## src/rtl/imem_load_ctrl.sv

```systemverilog
// -----------------------------------------------------------------------------
// imem_load_ctrl
//
// Arbitrates the instruction memory address/write port between the IF-stage
// fetch path and a byte-serial program-load port (boot loader / debug).
//
// Outside a load session, fetch addresses pass straight through to the memory
// and every fetch request is granted in the same cycle. A load session holds
// the core, stalls fetch, packs incoming bytes little-endian into 32-bit
// words, and writes each completed word at consecutive word addresses
// starting at BOOT_ADDR. A trailing partial word is discarded and flagged.
//
// Ports
//   clk_i              clock, rising edge
//   rst_ni             asynchronous active-low reset
//   load_start_i       pulse: open a load session (ignored unless idle)
//   load_end_i         pulse: close the current load session
//   load_byte_valid_i  load byte present
//   load_byte_i        load byte, lane order little-endian within a word
//   load_byte_ready_o  load port can accept a byte this cycle
//   fetch_req_i        IF instruction read request
//   fetch_addr_i       IF byte address
//   fetch_gnt_o        fetch read served this cycle
//   mem_addr_o         byte address to the instruction memory
//   mem_we_o           word write strobe to the instruction memory
//   mem_wdata_o        write word
//   core_hold_o        holds PC/pipeline while a session is active
//   load_done_o        pulse: session finished
//   load_err_o         with load_done_o: session ended on a partial word
//
// Load port handshake: a byte transfers on a rising edge where both
// load_byte_valid_i and load_byte_ready_o are high. The source may hold
// valid high with a stable byte while ready is low; ready never depends
// combinationally on valid.
// -----------------------------------------------------------------------------
module imem_load_ctrl #(
    parameter int unsigned         IMEM_W    = 13,
    parameter logic [IMEM_W-1:0]   BOOT_ADDR = '0
) (
    input  logic              clk_i,
    input  logic              rst_ni,
    input  logic              load_start_i,
    input  logic              load_end_i,
    input  logic              load_byte_valid_i,
    input  logic [7:0]        load_byte_i,
    output logic              load_byte_ready_o,
    input  logic              fetch_req_i,
    input  logic [IMEM_W-1:0] fetch_addr_i,
    output logic              fetch_gnt_o,
    output logic [IMEM_W-1:0] mem_addr_o,
    output logic              mem_we_o,
    output logic [31:0]       mem_wdata_o,
    output logic              core_hold_o,
    output logic              load_done_o,
    output logic              load_err_o
);

    typedef enum logic [1:0] {
        IDLE    = 2'd0,
        COLLECT = 2'd1,
        WRITE   = 2'd2,
        FINISH  = 2'd3
    } state_e;

    state_e            state_q;
    logic [IMEM_W-1:0] wr_ptr_q;
    logic [1:0]        byte_cnt_q;
    logic [31:0]       word_q;
    logic              end_pend_q;

    // Registered outputs, updated together with the state transition so each
    // one is a clean flop that matches the state it belongs to.
    logic              hold_q;
    logic              ready_q;
    logic              we_q;
    logic              done_q;
    logic              err_q;

    logic              byte_acc;
    logic [1:0]        byte_cnt_d;
    logic              word_done;

    // ready_q is high exactly in COLLECT, so it doubles as the state qualifier.
    assign byte_acc   = load_byte_valid_i & ready_q;
    assign byte_cnt_d = byte_acc ? (byte_cnt_q + 2'd1) : byte_cnt_q;
    assign word_done  = byte_acc & (byte_cnt_q == 2'd3);

    always_ff @(posedge clk_i or negedge rst_ni) begin
        if (!rst_ni) begin
            state_q    <= IDLE;
            wr_ptr_q   <= '0;
            byte_cnt_q <= 2'd0;
            word_q     <= 32'd0;
            end_pend_q <= 1'b0;
            hold_q     <= 1'b0;
            ready_q    <= 1'b0;
            we_q       <= 1'b0;
            done_q     <= 1'b0;
            err_q      <= 1'b0;
        end else begin
            // Single-cycle strobes default low.
            we_q   <= 1'b0;
            done_q <= 1'b0;
            err_q  <= 1'b0;

            unique case (state_q)
                IDLE: begin
                    if (load_start_i) begin
                        state_q    <= COLLECT;
                        wr_ptr_q   <= BOOT_ADDR;
                        byte_cnt_q <= 2'd0;
                        end_pend_q <= 1'b0;
                        hold_q     <= 1'b1;
                        ready_q    <= 1'b1;
                    end
                end

                COLLECT: begin
                    if (byte_acc) begin
                        word_q[{byte_cnt_q, 3'b000} +: 8] <= load_byte_i;
                        byte_cnt_q <= byte_cnt_d;
                    end
                    if (word_done) begin
                        // An end arriving with the last byte is deferred until
                        // the word has been written.
                        state_q    <= WRITE;
                        end_pend_q <= load_end_i;
                        ready_q    <= 1'b0;
                        we_q       <= 1'b1;
                    end else if (load_end_i) begin
                        state_q <= FINISH;
                        ready_q <= 1'b0;
                        done_q  <= 1'b1;
                        err_q   <= (byte_cnt_d != 2'd0);
                    end
                end

                WRITE: begin
                    // Natural wrap at the top of the address space.
                    wr_ptr_q <= wr_ptr_q + IMEM_W'(4);
                    // An end seen during the write cycle itself is honoured
                    // immediately; there is no COLLECT cycle left to notice it.
                    if (end_pend_q || load_end_i) begin
                        state_q    <= FINISH;
                        end_pend_q <= 1'b0;
                        done_q     <= 1'b1;
                    end else begin
                        state_q <= COLLECT;
                        ready_q <= 1'b1;
                    end
                end

                FINISH: begin
                    state_q <= IDLE;
                    hold_q  <= 1'b0;
                end

                default: begin
                    state_q <= IDLE;
                    hold_q  <= 1'b0;
                    ready_q <= 1'b0;
                end
            endcase
        end
    end

    // hold_q is low only in IDLE, which is where fetch owns the memory port.
    assign fetch_gnt_o       = fetch_req_i & ~hold_q;
    assign mem_addr_o        = hold_q ? wr_ptr_q : fetch_addr_i;
    assign mem_we_o          = we_q;
    assign mem_wdata_o       = word_q;
    assign load_byte_ready_o = ready_q;
    assign core_hold_o       = hold_q;
    assign load_done_o       = done_q;
    assign load_err_o        = err_q;

endmodule

```

## config.mk

```make
export PLATFORM = sky130hd
export DESIGN_NAME = imem_load_ctrl
export DESIGN_NICKNAME = d
export VERILOG_FILES = /design/src/rtl/imem_load_ctrl.sv
export SDC_FILE = /design/constraint.sdc
export NUM_CORES = 1
export LEC_CHECK = 0
export BUFFER_PORTS_ARGS = -buffer_cell sky130_fd_sc_hd__buf_2
export CAP_MARGIN = 15
export CORE_MARGIN = 3
export CORE_UTILIZATION = 55
export CTS_CLUSTER_DIAMETER = 40
export CTS_CLUSTER_SIZE = 20
export DETAILED_ROUTE_END_ITERATION = 7
export PLACE_DENSITY = 0.91
export SLEW_MARGIN = 25
export SYNTH_ARGS = -nofsm -noshare
export SYNTH_HDL_FRONTEND = slang
export SYNTH_SLANG_ARGS = --single-unit
```

## constraint.sdc

```tcl
create_clock -name clk_i -period 2.9 [get_ports clk_i]
set_input_delay 0.29 -clock clk_i [delete_from_list [all_inputs] [get_ports clk_i]]
set_output_delay 0.29 -clock clk_i [all_outputs]
set_load 0.005 [all_outputs]
```

# After elaboration in Yosys (flattened, before gate mapping)
# Index checks and enable logic that the tools add are counted.
dict set report word_totals {
  out_inout_bits 51
  input_bits 27
  wordCells 75
  regBits 55
}
dict set report op_classes {
  n_bitwise 4
  reduce_logical 14
  addsub 3
  eq_ne 10
  shift 2
  n_mux 32
}
# op count
set ops {}
lappend ops {{$bwmux W32} 1}
lappend ops {{$shift A8 B7 Y32 const A} 1}
lappend ops {{$shiftx A8 B7 Y32} 1}
lappend ops {{$mux W13} 2}
lappend ops {{$pmux W13 S2} 1}
lappend ops {{$mux W1} 15}
lappend ops {{$mux W2} 7}
lappend ops {{$add A13 B3 Y13 const B} 1}
lappend ops {{$ne A2 B2 Y1 const B} 5}
lappend ops {{$pmux W2 S4} 1}
lappend ops {{$reduce_and A2 Y1} 4}
lappend ops {{$reduce_and A4 Y1} 2}
lappend ops {{$reduce_bool A2 Y1} 4}
lappend ops {{$neg A5 Y7} 1}
lappend ops {{$eq A2 B2 Y1 const B} 3}
lappend ops {{$pmux W1 S3} 2}
lappend ops {{$pmux W1 S2} 2}
lappend ops {{$pmux W2 S2} 1}
lappend ops {{$and A1 B1 Y1} 3}
lappend ops {{$ne A3 B3 Y1 const B} 1}
lappend ops {{$reduce_and A3 Y1} 1}
lappend ops {{$reduce_bool A3 Y1} 1}
lappend ops {{$add A2 B1 Y2 const B} 1}
lappend ops {{$eq A2 B1 Y1 const B} 1}
lappend ops {{other kinds (3)} 3}

# Longest topological paths before layout
dict set report depth {
  word_depth 6
  mapped_depth 7
  depth_no_buf 6
}

# Worst setup path after synthesis
# OpenSTA, ideal clock, no wires.
dict set report synth_timing {
  kind {register -> register}
  startpoint {reg state_q[0]}
  endpoint {reg wr_ptr_q[12]}
  path_stages_with_launch 8
  t_required_ps 2775
  synth_period_minus_slack_ps 1677
  arrival_time_ps 1552
  slack_ps 1223
  cell_sequence {dfrtp_1 inv_1 ha_1 buf_6 mux2i_4 nor2_4 nand4_2 mux2_4}
}
dict set report synth_between {
  elab_chain_cells 3
}
# item line
set synth_lines {}
lappend synth_lines {{from (decl)} 65} ;# state_e state_q;
lappend synth_lines {{from (signal assigned)} 90} ;# state_q <= IDLE;
lappend synth_lines {{from (signal assigned)} 109} ;# state_q <= COLLECT;
lappend synth_lines {{from (signal assigned)} 126} ;# state_q <= WRITE;
lappend synth_lines {{$eq A2 B2 Y1 / $logic_not A2 Y1 (equally long branches)} 106} ;# unique case (state_q)
lappend synth_lines {{$reduce_bool A2 Y1 (no line) / $ne A2 B2 Y1 (equally long branches)} -}
lappend synth_lines {{$reduce_and A2 Y1 (no line)} -}
lappend synth_lines {{to (signal assigned)} 140} ;# wr_ptr_q <= wr_ptr_q + IMEM_W'(4);
lappend synth_lines {{to (decl)} 66} ;# logic [IMEM_W-1:0] wr_ptr_q;
# Several ways; a longest one is shown, not always the timed one.
# A chain may end at the register's enable or synchronous reset.

# Worst setup path in the final report
dict set report layout_timing {
  startpoint {reg state_q[1]}
  endpoint {reg word_q[0], in the netlist mem_wdata_o[0]}
}
dict set report layout_between {
  elab_chain_cells 2
}
# item line
set layout_lines {}
lappend layout_lines {{$eq A2 B1 Y1} 106}
lappend layout_lines {{$reduce_and A2 Y1 (no line)} -}
lappend layout_lines {{to (signal, indexed assignment)} 120} ;# word_q[{byte_cnt_q, 3'b000} +: 8] <= load_byte_i;
lappend layout_lines {{to (decl)} 68} ;# logic [31:0] word_q;
# No other way between the ends.

==> summary.txt <==
Setup path
  – Type of the setup path with the least slack: reg -> reg
  – Reg-to-reg setup timing slack: between 700 and 800 ps
  – Critical Path Sink: mem_wdata_o[0]
  – Reg2reg path depth: 5
  – Kind of end point of the critical path: register
  – Critical path launch point: state_q[1]
  – Worst-path fanout max: 16
  – Critical Path Start Type: register
  – Worst endpoint required time: a little over 3000 ps
  – Destination of the worst register-to-register timing path: mem_wdata_o[0]
  – Crit Reg-Reg Startpoint: state_q[1]
  – Arrival time at the worst endpoint: 2290 ps

Global routing
  – Via count of the first global-routing pass: 1964
  – Global-route track usage on met1: a little under a third
  – Total Routing Usage GR: 21.9%
  – GRT Residual Overflow: 0
  – Initial antenna violation count: 0
  – First-pass GRT wire length: between 9000 and 10000 um
  – Global Route met3 Usage: under 10%
  – Pin count of the biggest net entering global routing: 54
  – Global route hottest layer: met2
  – Met2 usage in global routing: about 36%

Yosys
  – Post-synthesis sequential area ratio: about half
  – Fraction of synthesized area in multiplexers: between 7 and 8%
  – Fraction of the mapped netlist area in simple logic gates: between 20% and 30%
  – Cell types occupying the most area after synthesis: sky130_fd_sc_hd__dfrtp_1, sky130_fd_sc_hd__a22o_1, sky130_fd_sc_hd__nand2_1
  – Adder-cell share of the synthesized area: between 4 and 5%
  – Synth Area in Compound Gates: roughly an eighth
  – Cell Area, Synth: 2630 um^2
  – Top cell types by occurrence after synthesis: sky130_fd_sc_hd__dfrtp_1, sky130_fd_sc_hd__nand2_1, sky130_fd_sc_hd__a22o_1
  – Number of nets in the synthesized netlist: ~280
  – Post-synthesis register bit count: 53
  – Mean post-synth cell area: ~11 um^2
  – Dominant combinational cell family by area after synthesis: simple AND/OR/NAND/NOR gates
  – Cell with the most instances after synthesis: sky130_fd_sc_hd__dfrtp_1
  – Cell taking the most area after synthesis: sky130_fd_sc_hd__dfrtp_1
  – Cell variety after synth: between 40 and 50
  – Cell count after synthesis: approximately 240
  – XOR/XNOR Fraction of Synth Area: 2.33%
  – Post-synth EDFFs: 0
  – Fraction of registers with async set/reset: 100%
  – Yosys Warn Count: 0
  – Post-synth top flop: sky130_fd_sc_hd__dfrtp_1
  – Fraction of synthesized cell area taken by the top area cell type: just over 50%

Clocking
  – Total setup buffers inserted after CTS: 0
  – Master cell of the clock root buffer: sky130_fd_sc_hd__clkbuf_8
  – Inserted Clock Buffers: 5
  – Longest Clk Path Bufs: 2
  – TritonCTS clock tree: built
  – Clock Latency Late Sink: 320 ps
  – Count of hold-fix buffers inserted at cts: 0
  – CTS H-tree lvls: 2
  – Num Clock Sinks: 53
  – Number of cells upsized or downsized after cts: 0
  – Clock Pin Slew Worst Setup and Hold Paths: ~110 ps

Timing
  – Unrepaired setup endpoints after global routing: no
  – Post-route clock skew: 10.2 ps
  – Max Freq: between 400 and 500 MHz
  – Fin Hold WS: -10.6 ps
  – Post-route fraction of the period consumed by the critical path: 73.0%
  – Fin Setup TNS: 0 ps
  – Transition time at the pin with the least slew margin: between 600 and 700 ps
  – Final period demand of the worst path: 2120 ps
  – Number of pins exceeding their max-slew limit in the final report: 0
  – Number of setup violations in the final report: 0
  – Worst slew margin: between 50 and 60%
  – Final count of hold timing violations: 16
  – Setup slack after layout: between 700 and 800 ps

Power
  – Proportion of power drawn by combinational gates: between 30% and 40%
  – NetSw: 1010 uW
  – Part of the total power dissipated in sequential elements: 42.3%
  – Power density normalized to cell area: 796 nW/um^2
  – Cell internal pwr: 1500 uW
  – Share of power burned in the clock network: 17.8%
  – Leakage component of the power: 0.00167 uW
  – Share of total power consumed by net switching: between 40% and 50%
  – Highest ir drop seen on vdd: around 0.00057 V
  – Total power: between 2000 and 3000 uW

Drt
  – Drt first-iter violations: 133
  – WL/cell: 16.3 um
  – Count of nets left with antenna violations after detail routing: 0
  – Post-route DRC: 0
  – First-pass detailed-route iteration total: 4
  – DR vias: 2112
  – Wirelength, routed: between 6000 and 7000 um
  – Via density per instance: around 5.7

Die
  – Num ports: 78
  – Core box area: about 4500 um^2
  – Vertical die dimension: about 75 um
  – Initial core utilization: between 50% and 60%
  – Area of the die: around 5700 um^2
  – Cell Rows: 24
  – Width of the die: between 70 and 80 um

Flow run
  – Max Cap Violations: 0

Hold path
  – Worst Hold Class: in -> async

Outcome
  – Result of the run: finished with violations
  – Failing checks: negative hold slack

Placed design
  – Routability-driven placement congestion ratio: 0.783
  – Placed cell count: 361
  – Placement Setup Slack: approximately 840 ps
  – Hpwl dp: 4470 um
  – Count of input and output buffers: 77
  – Area after detailed placement: 3050 um^2

Layout
  – Final std cell area, no fill: ~3100 um^2
  – Total Nets Final: approximately 350
  – Area growth, synth to finish: 19.5%
  – Number of filler cells placed in the layout: ~350
  – Proportion of layout cells with a drive suffix above 1: a little over a third
  – Non-filler instance count after layout: roughly 370
  – Antenna diode count: 0
stage by stage:
step	hold slack (ps)	utilization, %
final	-10.6	70.3
after global routing	39.5	70.3
after CTS	13.1	70.3
after detailed placement	362	68.1
after global placement	447	68.1
after floorplan	-5.59	-
power groups by stage:
stage               logic [uW]  clock network [uW]  registers [uW]
CTS                       1000                 454            1060
detailed placement         993                   0            1070
floorplan                  755                   0             995
finish                    1000                 446            1060
global route              1100                 485            1080
global placement           947                   0            1060
kinds of logic (layout without fill, tap and decap cells):
group           after synthesis  in the layout
xor+xnor                      7              7
mux                          16             16
buf+inv                      13             92
flops                        53             53
simple gates                 95             95
fa+ha+maj                    10             10
compound gates               44             44
per-layer routing:
metal / vias up / wire, um
li1: 999 / -
met1: 1026 / 2590
met2: 77 / 2990
met3: 10 / 371
met4: 0 / 74
met5: - / 0
critical path, stage by stage, from the launching register on:
cell and delay, ps:
sky130_fd_sc_hd__dfrtp_1 450, sky130_fd_sc_hd__inv_1 110, sky130_fd_sc_hd__ha_1 480, sky130_fd_sc_hd__nand4_1 580, sky130_fd_sc_hd__nand2_1 240, sky130_fd_sc_hd__o21ai_0 120
worst min-delay path by stage:
| stage | startpoint | to | slack [ps] | cells after the start |
|---|---|---|---|---|
| after CTS | rst_ni | mem_wdata_o[17] | 10 | 1 |
| after global placement | mem_wdata_o[25] | mem_wdata_o[25] | 450 | 2 |
| after floorplan | rst_ni | byte_cnt_q[0] | -6 | 0 |
| after global routing | rst_ni | mem_wdata_o[13] | 40 | 1 |
| final | rst_ni | mem_wdata_o[17] | -10 | 1 |
| after detailed placement | rst_ni | mem_wdata_o[31] | 360 | 1 |
state kept, by name (all words and copies together) (netlist names):
| signal | count |
|---|---|
| mem_wdata_o | 32 |
| wr_ptr_q | 11 |
| byte_cnt_q | 2 |
| state_q | 2 |
| core_hold_o | 1 |
| end_pend_q | 1 |
| load_byte_ready_o | 1 |
| load_done_o | 1 |
| load_err_o | 1 |
| mem_we_o | 1 |
layout by cell type (no fill, tap or decap), types with 3 or more instances in the layout:
cell | synthesis | routed
sky130_fd_sc_hd__a22o_1 | 20 | 20
sky130_fd_sc_hd__a21oi_1 | 4 | 4
sky130_fd_sc_hd__buf_2 | 3 | 76
sky130_fd_sc_hd__nor2b_1 | 4 | 4
sky130_fd_sc_hd__nand2_1 | 44 | 44
sky130_fd_sc_hd__mux2_2 | 13 | 13
sky130_fd_sc_hd__xor2_1 | 4 | 4
sky130_fd_sc_hd__nand3_1 | 13 | 13
sky130_fd_sc_hd__nand4_1 | 3 | 3
sky130_fd_sc_hd__o21ai_0 | 12 | 12
sky130_fd_sc_hd__dfrtp_1 | 53 | 53
sky130_fd_sc_hd__clkbuf_8 | 0 | 5
sky130_fd_sc_hd__inv_1 | 4 | 4
sky130_fd_sc_hd__xnor2_1 | 3 | 3
sky130_fd_sc_hd__nor2_1 | 12 | 12
sky130_fd_sc_hd__ha_1 | 10 | 10
cell type report:
class                           instances  area [um^2]  area share [%]
Multi-Input combinational cell        172         1240            39.3
Clock buffer                            5         68.8            2.19
Clock inverter                          3         28.8           0.915
Sequential cell                        53         1330            42.2
Timing Repair Buffer                   78          395            12.6
Tap cell                               52         65.1            2.07
Inverter                                6         25.0           0.796
Power figures use the tool's default switching activity.
